### src/rtl/sdram_frame_bank_mgr.sv
// SDRAM frame bank manager: steers the camera writer and LCD reader between
// two (ping-pong) or three (triple-buffer) SDRAM banks. It produces bank
// selects, start/max addresses and address-reload pulses, and flags frames
// that were dropped (overwritten unread) or repeated (re-read).
module sdram_frame_bank_mgr #(
    parameter int MODE        = 1,
    parameter int BANK_BASE   = 0,
    parameter int ADDR_W      = 20,
    parameter int FRAME_SIZE  = 307200,
    parameter int LOAD_CYCLES = 4
) (
    input  logic              clk,
    input  logic              rst,
    input  logic              bank_valid,
    input  logic              frame_write_done,
    input  logic              frame_read_done,
    output logic [1:0]        wr_bank,
    output logic [1:0]        rd_bank,
    output logic [ADDR_W+1:0] wr_addr,
    output logic [ADDR_W+1:0] wr_max_addr,
    output logic [ADDR_W+1:0] rd_addr,
    output logic [ADDR_W+1:0] rd_max_addr,
    output logic              wr_load,
    output logic              rd_load,
    output logic              frame_drop,
    output logic              frame_repeat
);

    localparam logic [1:0]        BANK_W0 = 2'(BANK_BASE);
    localparam logic [1:0]        BANK_R0 = 2'(BANK_BASE + 1);
    // The spare bank only exists in triple-buffer mode.
    localparam logic [1:0]        BANK_Y0 = (MODE == 1) ? 2'(BANK_BASE + 2) : 2'd0;
    localparam logic [3:0]        LOAD_W  = 4'(LOAD_CYCLES);
    localparam logic [ADDR_W-1:0] FS_LOW  = ADDR_W'(FRAME_SIZE);

    logic       wd_q, rd_q;
    logic       wd_ev, rd_ev;
    logic [1:0] rdy;
    logic       rdy_flag, wpend, rpend;
    logic [3:0] wr_cnt, rd_cnt;

    logic [1:0] n_wr_bank, n_rd_bank, n_rdy;
    logic       n_rdy_flag, n_wpend, n_rpend;
    logic       wr_start, rd_start, n_drop, n_repeat;
    logic [3:0] n_wr_cnt, n_rd_cnt;

    // A level held high counts once; write completions only count while frames are valid.
    assign wd_ev = frame_write_done & ~wd_q & bank_valid;
    assign rd_ev = frame_read_done & ~rd_q;

    // Next-state decision for bank rotation, flags and reload-pulse starts.
    always_comb begin
        n_wr_bank  = wr_bank;
        n_rd_bank  = rd_bank;
        n_rdy      = rdy;
        n_rdy_flag = rdy_flag;
        n_wpend    = wpend;
        n_rpend    = rpend;
        wr_start   = 1'b0;
        rd_start   = 1'b0;
        n_drop     = 1'b0;
        n_repeat   = 1'b0;
        if (MODE == 1) begin
            if (wd_ev && rd_ev) begin
                // Writer takes the spare, reader takes the just-finished frame.
                n_wr_bank  = rdy;
                n_rd_bank  = wr_bank;
                n_rdy      = rd_bank;
                n_rdy_flag = 1'b0;
                n_drop     = rdy_flag;
                wr_start   = 1'b1;
                rd_start   = 1'b1;
            end else if (wd_ev) begin
                n_rdy      = wr_bank;
                n_wr_bank  = rdy;
                n_rdy_flag = 1'b1;
                n_drop     = rdy_flag;
                wr_start   = 1'b1;
            end else if (rd_ev) begin
                rd_start = 1'b1;
                if (rdy_flag) begin
                    n_rd_bank  = rdy;
                    n_rdy      = rd_bank;
                    n_rdy_flag = 1'b0;
                end else begin
                    n_repeat = 1'b1;
                end
            end
        end else begin
            if ((wpend | wd_ev) & (rpend | rd_ev)) begin
                n_wr_bank = rd_bank;
                n_rd_bank = wr_bank;
                n_wpend   = 1'b0;
                n_rpend   = 1'b0;
                wr_start  = 1'b1;
                rd_start  = 1'b1;
            end else begin
                if (wd_ev) begin
                    n_wpend = 1'b1;
                    if (wpend) begin
                        wr_start = 1'b1;
                        n_drop   = 1'b1;
                    end
                end
                if (rd_ev) begin
                    n_rpend  = 1'b1;
                    rd_start = 1'b1;
                    n_repeat = 1'b1;
                end
            end
        end
        n_wr_cnt = wr_start ? LOAD_W : ((wr_cnt != 4'd0) ? wr_cnt - 4'd1 : 4'd0);
        n_rd_cnt = rd_start ? LOAD_W : ((rd_cnt != 4'd0) ? rd_cnt - 4'd1 : 4'd0);
    end

    // State and pulse registers, cleared asynchronously.
    always_ff @(posedge clk or posedge rst) begin
        if (rst) begin
            wd_q         <= 1'b0;
            rd_q         <= 1'b0;
            wr_bank      <= BANK_W0;
            rd_bank      <= BANK_R0;
            rdy          <= BANK_Y0;
            rdy_flag     <= 1'b0;
            wpend        <= 1'b0;
            rpend        <= 1'b0;
            wr_cnt       <= 4'd0;
            rd_cnt       <= 4'd0;
            frame_drop   <= 1'b0;
            frame_repeat <= 1'b0;
        end else begin
            wd_q         <= frame_write_done;
            rd_q         <= frame_read_done;
            wr_bank      <= n_wr_bank;
            rd_bank      <= n_rd_bank;
            rdy          <= n_rdy;
            rdy_flag     <= n_rdy_flag;
            wpend        <= n_wpend;
            rpend        <= n_rpend;
            wr_cnt       <= n_wr_cnt;
            rd_cnt       <= n_rd_cnt;
            frame_drop   <= n_drop;
            frame_repeat <= n_repeat;
        end
    end

    assign wr_load     = (wr_cnt != 4'd0);
    assign rd_load     = (rd_cnt != 4'd0);
    assign wr_addr     = {wr_bank, {ADDR_W{1'b0}}};
    assign wr_max_addr = {wr_bank, FS_LOW};
    assign rd_addr     = {rd_bank, {ADDR_W{1'b0}}};
    assign rd_max_addr = {rd_bank, FS_LOW};

endmodule
### config.mk
export PLATFORM = sky130hd
export DESIGN_NAME = sdram_frame_bank_mgr
export DESIGN_NICKNAME = d
export VERILOG_FILES = /design/src/rtl/sdram_frame_bank_mgr.sv
export SDC_FILE = /design/constraint.sdc
export NUM_CORES = 1
export LEC_CHECK = 0
export ABC_AREA = 1
export BUFFER_PORTS_ARGS = -buffer_cell sky130_fd_sc_hd__buf_2
export CORE_MARGIN = 2
export CORE_UTILIZATION = 42
export CTS_CLUSTER_SIZE = 30
export DETAILED_ROUTE_END_ITERATION = 16
export PLACE_DENSITY_LB_ADDON = 0.12
export SYNTH_ARGS = -nofsm -noshare
export SYNTH_HDL_FRONTEND = slang
export SYNTH_SLANG_ARGS = --single-unit
### constraint.sdc
create_clock -name clk -period 1.4 [get_ports clk]
set_clock_uncertainty 0.05 [all_clocks]
set_input_delay 0.21 -clock clk [delete_from_list [all_inputs] [get_ports clk]]
set_output_delay 0.21 -clock clk [all_outputs]
set_load 0.1 [all_outputs]
# Yosys cells after proc, flatten, opt, wreduce, memory -nomap -nowiden
# Cells that the tools add are included.
# Widths: inputs -> output; s select.
# classes
n_addsub	2
n_mux	28
n_reduce_logical	10
bitwise_logic	5
n_eq_ne	1
# op_table
cell	n
$mux 2	10
$mux 4	4
$mux 1	14
$reduce_bool 4->1	2
$sub 4x1->4 const B	2
$reduce_bool 2->1	3
$reduce_bool 3->1	2
$and 1x1->1	3
$reduce_and 3->1	1
$ne 2x1->1 const B	1
$not 1->1	2
$reduce_and 2->1	1
$logic_and 1x1->1	1
# totals
inputBits	5
reg_bits	19
out_inout_bits	96

# Depth between registers and ports, before layout
# Gate-level depths: netlist of the first run.
# depth
word_depth	6
depth_mapped	7
depth_no_buf	7

# Worst setup path before layout of the first run
# OpenSTA, ideal clock, no wires.
# synth_timing
path_kind	register to register
startpoint	register wr_cnt[0]
endpoint	register wr_cnt[3]
synth_period_minus_slack_ns	1.681
t_arrival_ns	1.506
setup_time_ns	0.126
stages_incl_launch_ff	6
path_slack_ns	-0.281
cell_sequence	dfrtp_1 -> inv_1 -> ha_1 -> nand2_1 -> nand2_1 -> nor2_1
# synth_via
elab_chain_len	3
elab_cells_between_ends	4
cone_classes	1 x add/sub; 2 x mux; 1 x reduce/logical
# synth_lines
item	line	source
start: declaration	40	logic [3:0] wr_cnt, rd_cnt;
start signal: assignment	140	wr_cnt <= n_wr_cnt;
$reduce_bool 4->1	-	
via wr_load	23	output logic wr_load,
$mux 4 (2 in series)	112	n_wr_cnt = wr_start ? LOAD_W : ((wr_cnt != 4'd0) ? wr_cnt - 4'd1 : 4'd0);
via n_wr_cnt[3]	45	logic [3:0] n_wr_cnt, n_rd_cnt;
# The timed path passes the listed nets, and every way through them passes these cells.
# A chain may end at the register's enable or synchronous reset.

# Worst setup path in the final report of the first run
# layout_timing
startpoint	register rd_bank[0]
endpoint	output port rd_bank[0]
# layout_lines
item	line	source
start: declaration	18	output logic [1:0] rd_bank,
start signal: assignment	135	rd_bank <= n_rd_bank;
# No word-level cell between the ends.

==> out/metrics.cfg, run 1 <==
[finish]
drive_gt1_share_pct = 26.32
syn_to_final_growth_pct = 4.778
final_util_pct = 46.59
final_cell_mix = 80 x conb_1, 22 x nand2_1, 14 x dfrtp_1, 14 x buf_4, 10 x nor2_1
nNetsFinal = 217
final_common_cell = conb_1
n_antenna_cell = 0

[synth]
yosysTopAreaCellShare_pct = 43.49
netlist_area_um2 = 1519
ys_types = 19
avgSynthCellArea_um2 = 8.211
synth_area_leaders = buf_4 43%, dfrtp_1 28%, nand2_1 5.9%
ys_seq_elements = 19
synth_warnings = 0
synthCells = 185
synth_edf_count = 0
synthDominantAreaCellType = buf_4
async_flop_share_pct = 100.0
ys.flop_type = dfrtp_1
ys_seq_area_share_pct = 31.47

[place]
dp_hpwl_mm = 1.551
gp_congestion = 0.7058
io_buffer_count = 20

[worst_setup_path]
reg2reg_to = wr_cnt[2]
r2r_start = wr_cnt[0]
r2r_setup_slack_ns = 0.24
cp-start-kind = flop
critPathBufInv = 1
crit_chain = buf_12
critPathKind = flop to output port
worstPathArrival_ns = 1.17
crit_family = flip-flops
worstPathMaxFanout = 4
worstPathRequired_ns = 1.14
endpoint_kind = output port
crit_path_top_delay_cell = dfstp_4
slowest_delay_ns = 0.68
worst-r2r-cell-count = 6

[global_routing]
grt_pass1_vias = 658
grt_first_pass_wirelength_mm = 2.891
grt_remaining_overflow = 0
antenna_found_initial = 0
grt_max_degree = 20
track_usage_pct = 8.966

[timing]
max_freq_mhz = 700.9
setup_viol = 5
fin_ws_ns = -0.02665
final_max_slew_viol_count = 0
hold_viol = 0
fin_crit_ns = 1.427
rsz0062_at_grt = true
min_period_over_period_pct = 101.9

[detailed_routing]
drcViolationCount = 0
drt_wl_total_mm = 2.051
dr.pass1.iters = 4
viasPerCell = 3.545
drt_iter0_drc = 12
via_count = 904
wl_per_cell_um = 8.043
ant_nets = 0

[cts]
root_buffer = clkbuf_4
numCtsBuffers = 3
clk_pin_slew_worst_paths_ns = 0.11
cts_tree = done
clk_latency_ns = 0.30
clockBufferDepth = 2
clock_sinks = 19
htreeDepth = 1

[die]
core_um2 = 3416
die_area_um2 = 4113
rows = 21
ios = 101
die_h_um = 64.14
initial_core_util_pct = 44.47
die_x_um = 64.14

[hold_path]
holdPathStages = 3
holdPathEnd = frame_drop
worstHoldStart = bank_valid
hp-class = primary input to flop

[run]
cap_viol_max_count = 0

[status]
violations = setup timing
outcome = finished with violations

## registers in the layout (all words and copies together) (netlist names)
register / flops
frame_drop: 1
frame_repeat: 1
rd_bank: 2
rd_cnt: 4
rd_q: 1
rdy: 2
rdy_flag: 1
wd_q: 1
wr_bank: 2
wr_cnt: 4
## area by class of cell
| cell class | count | area, µm² |
|---|---|---|
| fill | 343 | 1824 |
| multi-input combinational | 141 | 659.4 |
| sequential | 19 | 485.5 |
| timing repair buffer | 30 | 305.3 |
| tap | 46 | 57.56 |
| inverter | 15 | 56.30 |
| clock buffer | 3 | 22.52 |
| clock inverter | 1 | 5.005 |
## cells in the mapped netlist (3+ instances only)
library cell / number
dfrtp_1: 17
buf_4: 88
inv_1: 12
nand2_1: 24
nand3_1: 8
nor2_1: 11
inv_2: 3
nand2_2: 3
## stage by stage
| stage | cell area, µm² | setup WS, ns | hold WS (ns) | std cells | setup TNS (ns) |
|---|---|---|---|---|---|
| after floorplan | 1824 | 0.01449 | 0.1094 | 263 | 0 |
| after global placement | 1434 | 0.2688 | 0.1947 | 242 | 0 |
| after detailed placement | 1434 | 0.2443 | 0.1949 | 242 | 0 |
| after CTS | 1554 | -0.08254 | 0.1863 | 252 | -0.2189 |
| after global routing | 1592 | -0.08695 | 0.2054 | 255 | -0.3597 |
| final | 1592 | -0.02665 | 0.2016 | 255 | -0.1025 |
## per-layer routing
metal / track usage [%] / wire length [µm]
met5: 0 / 0
met4: 1.596 / 11
met3: 4.049 / 232
met2: 14.45 / 1005
met1: 11.17 / 802
## worst max-delay path by stage
stage | to | from | cells after the start
3_3_place_gp | wr_load | wr_cnt[0] | 4
4_1_cts | rd_load | rd_cnt[0] | 4
3_5_place_dp | rd_load | rd_cnt[0] | 4
2_1_floorplan | rd_bank[0] | rd_bank[0] | 1
6_report | rd_bank[0] | rd_bank[0] | 1
5_1_grt | rd_load | rd_cnt[0] | 4
## worst reg2reg max path, cell delays in order (launching register included)
cell,delay (ns)
dfrtp_1,0.37
inv_2,0.06
ha_4,0.16
buf_4,0.12
buf_4,0.12
nand3_1,0.07
o211ai_1,0.08
## logic make-up (layout without fill, tap and decap cells)
logic type               count (synthesis)  in the layout  share of synthesized area (%)
flip-flops                              19             19                          31.47
AND/OR/NAND/NOR                         51             51                          15.49
other                                    2             80                         0.4944
adder cells (fa/ha/maj)                  2              2                          1.647
buffers and inverters                  103             49                          47.20
AO/OA/AOI/OAI                            6              6                          2.553
XOR/XNOR                                 2              2                          1.153
## repair_timing
action	CTS	global route
cloned	0	0
gates resized for setup	14	4
hold endpoints to repair	19	0
setup endpoints to repair	12	5
hold buffers	3	0
setup buffers	3	3
pin swaps	4	1
Power of run 1 is left out: the tool's default activity adds up to more than one toggle a clock period on the data nets, which glitch-free logic cannot reach.
==> run 2, diff against run 1 <==
CORE_UTILIZATION = 45   (was 42)
clock period = 1.82 ns   (was 1.4 ns; I/O delays follow)
==> run 2 against run 1 <==
Sequential share of layout area is 5.2 points higher. Die area down 6.2%. Register-to-register slack improved by 0.45 ns. First-iteration DRC count increased by 67%. Clock-buffer cell count increased by 1. Worst hold slack got worse by 0.18 ns. Sequential cell count did not move. Critical endpoint is now rd_load. Design area fell by 16%. The flow now finishes without violations.
==> out/metrics.cfg, run 2 (synthesis results as in run 1) <==
[die]
initial_core_util_pct = 46.25
die_area_um2 = 3856
core_um2 = 3284
rows = 21
die_x_um = 62.10
ios = 101
die_h_um = 62.10

[place]
place_area_um2 = 1309
gp_congestion = 0.7469
place_inst = 241
dp_hpwl_mm = 1.485
io_buffer_count = 20

[detailed_routing]
viasPerCell = 3.457
ant_nets = 0
drt_iter0_drc = 20
dr.pass1.iters = 4
wl_per_cell_um = 7.376
drt_wl_total_mm = 1.807
via_count = 847
drcViolationCount = 0

[finish]
final_cell_mix = 80 x conb_1, 24 x nand2_1, 18 x buf_2, 17 x dfrtp_1, 12 x inv_1
nNetsFinal = 207
syn_to_final_growth_pct = -11.78
drive_gt1_share_pct = 17.59
final_common_cell = conb_1
fin_cells = 245
n_antenna_cell = 0
finalInstanceArea_um2 = 1340
reg_top3 = rd_cnt: 4 flops, wr_cnt: 4 flops

[timing]
worstMarginPinSlew_ns = 0.7134
relSlewSlack_pct = 52.39
final_max_slew_viol_count = 0
setup_viol = 0
hold_viol = 0
fin_crit_ns = 1.668
min_period_over_period_pct = 91.63
setup_tns_ns = 0
rsz0062_at_grt = false
max_freq_mhz = 599.6

[cts]
clk_latency_ns = 0.29
clockBufferDepth = 2
cts_tree = done
root_buffer = clkbuf_4
clk_pin_slew_worst_paths_ns = 0.11
htreeDepth = 1
clock_sinks = 19
post_cts_buffers = 0
numCtsBuffers = 3

[worst_setup_path]
cp-start-kind = flop
worstPathRequired_ns = 1.50
critPathKind = flop to output port
worstPathArrival_ns = 1.34
worstPathMaxFanout = 3
endpoint_kind = output port

[global_routing]
grt_first_pass_wirelength_mm = 2.946
track_usage_pct = 9.531
grt_max_degree = 20
antenna_found_initial = 0
grt_pass1_vias = 663
grt_remaining_overflow = 0

[power]
power_density_nw_per_um2 = 2079
peakVddDrop_mv = 0.9193
total_leakage_power_nw = 0.8130

[run]
cap_viol_max_count = 0

[status]
outcome = completed

[hold_path]
hp-class = primary input to async pin

[run 2: changes by cell type in the layout (fill, tap and decap cells not counted), sizes merged]
cell | before | now
clkinv | 1 | 0
buf | 27 | 18
clkbuf | 3 | 6
dlygate4sd3 | 3 | 0
[run 2: worst paths after layout]
path	from	to	slack, ns	depth (start not counted)
hold / removal	rst	rd_q	0.03	2
max in group asynchronous	rst	wr_cnt[3]	1.24	2
setup reg to reg	wd_q	rdy[0]	0.69	6
min in group clk	frame_read_done	rd_q	0.07	1
hold reg to reg	wr_cnt[0]	wr_cnt[0]	0.38	1
setup / recovery	rd_cnt[0]	rd_load	0.15	4
[run 2: through the flow]
stage | hold WS [ns] | setup WS [ns] | util, % | total power, mW
2_1_floorplan | 0.1727 | 0.1244 | - | 2.605
3_3_place_gp | 0.3605 | 0.4108 | 39.85 | 2.557
3_5_place_dp | 0.3669 | 0.3854 | 39.85 | 2.577
4_1_cts | 0.05379 | 0.03924 | 40.65 | 2.801
5_1_grt | 0.04884 | 0.04378 | 40.80 | 2.922
6_report | 0.02522 | 0.1523 | 40.80 | 2.786
[run 2: area by class of cell]
type / instances / area, µm²
well taps: 46 / 57.56
fillers: 341 / 1944
flip-flops and latches: 19 / 478.0
clock buffers: 4 / 26.28
inverters: 15 / 56.30
multi-input cells: 141 / 616.8
repair buffers: 20 / 105.1
[run 2: where the power goes]
group | switching [mW] | internal [mW]
clock | 0.128 | 0.0852
combinational | 1.71 | 0.217
sequential | 0.0835 | 0.560
[run 2: worst max-delay path: stages (launching register included)]
cell      delay (ns)
dfrtp_1         0.36
inv_1           0.06
ha_1            0.22
nand2_1         0.09
clkbuf_4        0.33
[run 2: what timing repair did]
item                       4_1_cts  5_1_grt
hold buffers                     0        0
gates resized for setup          0        2
setup endpoints to repair        0        2
[run 2: metal layers]
layer  global-route usage [%]  share of wire [%]
met1                    11.73                 42
met2                    15.49                 46
met3                    2.899                 12
met4                    4.167                  0
met5                        0                  0
(Power assumes the default switching activity.)
